==> config.mk <==
export PLATFORM = sky130hd
export DESIGN_NAME = cp0_ctrl
export DESIGN_NICKNAME = d
export VERILOG_FILES = /design/src/rtl/cp0_ctrl.sv
export SDC_FILE = /design/constraint.sdc
export NUM_CORES = 1
export LEC_CHECK = 0
export ABC_AREA = 1
export CORE_MARGIN = 1.5
export CORE_UTILIZATION = 29
export CTS_BUF_LIST = sky130_fd_sc_hd__clkbuf_4
export DETAILED_ROUTE_END_ITERATION = 7
export GPL_TIMING_DRIVEN = 0
export PLACE_DENSITY = 0.65
export SYNTH_ARGS = -nofsm -noshare
export SYNTH_HDL_FRONTEND = slang
export SYNTH_SLANG_ARGS = --single-unit
==> constraint.sdc <==
create_clock -name clk -period 1.94 [get_ports clk]
set_input_delay 0.291 -clock clk [delete_from_list [all_inputs] [get_ports clk]]
set_output_delay 0.291 -clock clk [all_outputs]
set_load 0.01 [all_outputs]
==> src/rtl/cp0_ctrl.sv <==
// Coprocessor-0 for the P7 pipeline: SR/Cause/EPC/PRId storage, mfc0/mtc0 service,
// and interrupt/exception arbitration driving the next-PC redirect request.
module cp0_ctrl #(
   parameter logic [31:0] PRID_VAL = 32'h4A45_5758
) (
   input  logic        clk,
   input  logic        reset,
   input  logic [4:0]  A1,
   input  logic [4:0]  A2,
   input  logic [31:0] DIn,
   input  logic        WE,
   input  logic [31:0] VPC,
   input  logic        BDIn,
   input  logic [4:0]  ExcCodeIn,
   input  logic [5:0]  HWInt,
   input  logic        EXLClr,
   output logic        Req,
   output logic [31:0] EPC,
   output logic [31:0] DOut
);

   localparam logic [4:0] REG_SR    = 5'd12;
   localparam logic [4:0] REG_CAUSE = 5'd13;
   localparam logic [4:0] REG_EPC   = 5'd14;
   localparam logic [4:0] REG_PRID  = 5'd15;

   logic [5:0]  r_im;
   logic        r_exl;
   logic        r_ie;
   logic        r_bd;
   logic [5:0]  r_ip;
   logic [4:0]  r_exccode;
   logic [31:0] r_epc;

   logic        w_int_req;
   logic        w_exc_req;
   logic        w_mtc0;

   assign w_int_req = (|(HWInt & r_im)) & r_ie & ~r_exl;
   assign w_exc_req = (ExcCodeIn != 5'd0) & ~r_exl;
   assign Req       = w_int_req | w_exc_req;
   assign w_mtc0    = WE & ~Req;
   assign EPC       = r_epc;

   always_ff @(posedge clk) begin
      if (!reset) begin
         r_im      <= 6'd0;
         r_exl     <= 1'b0;
         r_ie      <= 1'b0;
         r_bd      <= 1'b0;
         r_ip      <= 6'd0;
         r_exccode <= 5'd0;
         r_epc     <= 32'd0;
      end else begin
         r_ip <= HWInt;
         if (Req) begin
            // Interrupt outranks a concurrent exception: code 0 reports it.
            r_exl     <= 1'b1;
            r_bd      <= BDIn;
            r_epc     <= BDIn ? (VPC - 32'd4) : VPC;
            r_exccode <= w_int_req ? 5'd0 : ExcCodeIn;
         end else begin
            if (w_mtc0 && A2 == REG_SR) begin
               r_im <= DIn[15:10];
               r_ie <= DIn[0];
            end
            if (w_mtc0 && A2 == REG_EPC)
               r_epc <= {DIn[31:2], 2'b00};
            // eret overrides an SR write on the EXL bit only.
            if (EXLClr)
               r_exl <= 1'b0;
            else if (w_mtc0 && A2 == REG_SR)
               r_exl <= DIn[1];
         end
      end
   end

   always_comb begin
      DOut = 32'd0;
      case (A1)
         REG_SR:    DOut = {16'd0, r_im, 8'd0, r_exl, r_ie};
         REG_CAUSE: DOut = {r_bd, 15'd0, r_ip, 3'd0, r_exccode, 2'd0};
         REG_EPC:   DOut = r_epc;
         REG_PRID:  DOut = PRID_VAL;
         default:   DOut = 32'd0;
      endcase
   end

endmodule

==> run metrics <==
Worst Max-Slew Pin Slew=0.507 ns; fraction of the cycle the final worst path needs=0.964; number of top-level pins=approximately 160; number of clock sinks=52; total of warnings raised by yosys=0; Max Clk Rate=roughly 530 MHz; final std cells w/o fill=921; final setup fails=0; number of synthesized flops with an enable pin=0; Die W=113 µm; Final Hold Viols=0; critical path fanouts, max=2; wire length of the first global-routing pass=21.3 mm; global-route congestion overflow total=0; highest ir drop seen on vdd=0.250 mV; Max Slew Vio Count=0; gp weighted congestion=0.896; mapped cell area=3540 µm²; CTS Buf Count=5; final-layout setup total negative slack=0 ns; status=finished clean; clock-pin slew on the worst setup and hold paths=about 0.16 ns; Clock Skews=0.0176 ns; IO Port Bufs=153; cell count of the worst hold path=3; pin count of the biggest net entering global routing=18; residual antenna-violating net count after detailed routing=0; capturing element type of the critical path=output pin; first-iteration detailed-routing DRC count=328; pre-CTS setup slack=-0.784 ns; fin nets=864; worst-case setup margin in the final layout=0.0693 ns; total global routing track utilization=0.211; Reg2Reg Depth=11; startpoint type of the worst setup path=input port; initial standard-cell utilization of the core=0.296; number of distinct standard cells referenced by the synthesized netlist=35; number of levels in the clock H-tree=2; area of the core=12,000 µm²; Pre-Repair DR Iteration Count=5; power consumption=2820 µW; initial antenna violation count=0; vertical die dimension=113 µm; Finished Cell Area=5470 µm²; share of synthesized flip-flops with an asynchronous set or reset=0; number of buffers added to fix hold violations after cts=0; Root Buffer Master=sky130_fd_sc_hd__clkbuf_4; post-DP HPWL=approximately 11 mm; number of instances in the synthesized netlist=598; top flip-flop cell by instance count after synthesis=sky130_fd_sc_hd__dfxtp_1; HP Class=input port to flop; number of cell rows=40; vias per inst=between 4 and 5; Pwr per Cell Area=515 nW/µm²; unrepaired setup endpoints after global routing=no; critical path start-end classification=input port to output pin; count of maximum capacitance violations=0; CP Data Arrival Time=between 1.5 and 2 ns; synthesized area divided by synthesized cell count=5.91 µm²; total nets after synthesis=689; vias after detailed routing=4,406; synthesis-to-layout area growth=54.6%; Max-slew headroom=0.658; cell area after placement=5250 µm²; final WL=13.7 mm; Worst Path Required=~1.7 ns; Residual DRC=0; fin crit period=1.87 ns; WL/cell=14.9 µm; vias in the first global route=4,137; Inst Count DP=around 900; deepest clock path buffer count=2; full die area=between 10,000 and 15,000 µm²; TritonCTS clock tree=done; number of antenna diodes=0; total leakage power=0.00256 µW; post-synthesis sequential area ratio=0.294; clock network latency to the later pin of the worst-skew pair=0.38 ns; fraction of layout instances using a drive strength above 1=0.121; synthesis-stage register bit count=between 50 and 60
==> synth_stat cells (2+ instances only) <==
library cell / number / share of area
sky130_fd_sc_hd__o21bai_1: 2 / 0.0042
sky130_fd_sc_hd__dfxtp_1: 52 / 0.29
sky130_fd_sc_hd__nor2_2: 5 / 0.0088
sky130_fd_sc_hd__nand3_1: 30 / 0.042
sky130_fd_sc_hd__o21ai_0: 32 / 0.045
sky130_fd_sc_hd__nor2_4: 3 / 0.0096
sky130_fd_sc_hd__xor2_1: 14 / 0.035
sky130_fd_sc_hd__nand4_1: 7 / 0.012
sky130_fd_sc_hd__buf_4: 2 / 0.0042
sky130_fd_sc_hd__nand2_1: 222 / 0.24
sky130_fd_sc_hd__o211ai_1: 5 / 0.011
sky130_fd_sc_hd__inv_2: 4 / 0.0042
sky130_fd_sc_hd__buf_2: 7 / 0.0099
sky130_fd_sc_hd__or2_2: 2 / 0.0035
sky130_fd_sc_hd__a21oi_1: 31 / 0.044
sky130_fd_sc_hd__nor2_1: 83 / 0.088
sky130_fd_sc_hd__xnor2_1: 2 / 0.0050
sky130_fd_sc_hd__buf_6: 5 / 0.016
sky130_fd_sc_hd__a22o_1: 2 / 0.0050
sky130_fd_sc_hd__a31oi_1: 6 / 0.011
sky130_fd_sc_hd__clkbuf_1: 8 / 0.0085
sky130_fd_sc_hd__nor3_1: 3 / 0.0042
sky130_fd_sc_hd__inv_1: 59 / 0.063
==> cells by family (layout without fill, tap and decap cells) <==
| family | count (synthesis) | count (layout) | share of synthesized area |
|---|---|---|---|
| xor+xnor | 16 | 16 | 0.0396 |
| buf+inv | 86 | 262 | 0.106 |
| flops | 52 | 52 | 0.294 |
| fa+ha+maj | 1 | 1 | 0.00354 |
| simple gates | 361 | 361 | 0.424 |
| compound gates | 82 | 82 | 0.132 |
==> critical path, cell delays in order <==
cell	delay, ns
sky130_fd_sc_hd__clkdlybuf4s50_1	0.45
sky130_fd_sc_hd__nand2_1	0.09
sky130_fd_sc_hd__nand2_1	0.05
sky130_fd_sc_hd__nor2_1	0.13
sky130_fd_sc_hd__nand3_1	0.12
sky130_fd_sc_hd__nand3_2	0.11
sky130_fd_sc_hd__nand2_4	0.07
sky130_fd_sc_hd__buf_12	0.14
sky130_fd_sc_hd__buf_2	0.13
==> power by group <==
| part | switching, µW | internal, µW |
|---|---|---|
| Combinational | 410 | 420 |
| Sequential | 62.6 | 1150 |
| Clock | 367 | 406 |
| Total | 840 | 1980 |
==> area by class of cell <==
cell class	instances	area [µm²]
fillers	1281	6490
multi-input cells	460	2160
repair buffers	169	1560
flip-flops and latches	52	1040
inverters	64	245
well taps	147	184
plain buffers	21	165
clock inverters	3	68.8
clock buffers	5	37.5
==> per-layer routing <==
layer | global-route usage | vias to the layer above | wire, µm
met5 | 0 | - | 0
li1 | - | 2235 | -
met2 | 0.348 | 172 | 6290
met3 | 0.0266 | 29 | 800
met4 | 0.0767 | 0 | 429
met1 | 0.283 | 1970 | 6220
==> stage by stage <==
stage          utilization  hold WS [ns]
6_report             0.457         0.217
5_1_grt              0.457         0.216
4_1_cts              0.454         0.217
3_5_place_dp         0.439         0.457
3_3_place_gp         0.439         0.454
2_1_floorplan            -         0.384
==> flip-flops by register name (all words and copies together) (netlist names) <==
name / count
r_im: 6
r_exccode: 5
r_ip: 6
r_bd: 1
r_exl: 1
EPC: 32
r_ie: 1
==> repair_timing <==
action / in CTS / in global routing
pin swaps: 8 / 3
resized for setup: 131 / 6
buffers inserted: 12 / 3
cloned: 1 / 0
endpoints found under the hold margin: 0 / 0
setup endpoints to repair: 33 / 31
==> cells in the final DEF, fill, tap and decap left out, types with 3 or more instances in the layout <==
master | netlist | routed
sky130_fd_sc_hd__o21ai_0 | 32 | 29
sky130_fd_sc_hd__nand3_1 | 30 | 28
sky130_fd_sc_hd__a31oi_1 | 6 | 6
sky130_fd_sc_hd__nor2_1 | 83 | 80
sky130_fd_sc_hd__inv_2 | 4 | 6
sky130_fd_sc_hd__clkbuf_1 | 8 | 5
sky130_fd_sc_hd__dlygate4sd2_1 | 0 | 16
sky130_fd_sc_hd__buf_4 | 2 | 13
sky130_fd_sc_hd__clkdlybuf4s15_1 | 0 | 3
sky130_fd_sc_hd__nor2_2 | 5 | 7
sky130_fd_sc_hd__o21ai_1 | 1 | 4
sky130_fd_sc_hd__buf_2 | 7 | 24
sky130_fd_sc_hd__nand4_1 | 7 | 7
sky130_fd_sc_hd__clkdlybuf4s50_1 | 0 | 114
sky130_fd_sc_hd__nand2_2 | 0 | 6
sky130_fd_sc_hd__o211ai_1 | 5 | 5
sky130_fd_sc_hd__inv_1 | 59 | 57
sky130_fd_sc_hd__clkbuf_4 | 0 | 5
sky130_fd_sc_hd__nor2_4 | 3 | 4
sky130_fd_sc_hd__a21oi_1 | 31 | 31
sky130_fd_sc_hd__nand2_1 | 222 | 216
sky130_fd_sc_hd__buf_6 | 5 | 10
sky130_fd_sc_hd__dfxtp_1 | 52 | 51
sky130_fd_sc_hd__xor2_1 | 14 | 14
sky130_fd_sc_hd__nor3_1 | 3 | 3
==> final timing paths <==
| kind | startpoint | end | slack, ns |
|---|---|---|---|
| worst min register to register | r_exccode[2] | r_exccode[2] | 0.48 |
| worst max register to register | r_im[3] | EPC[9] | 0.12 |
| worst max-delay path | HWInt[5] | Req | 0.07 |
| worst min-delay path | reset | EPC[12] | 0.22 |
Power figures use the tool's default switching activity.
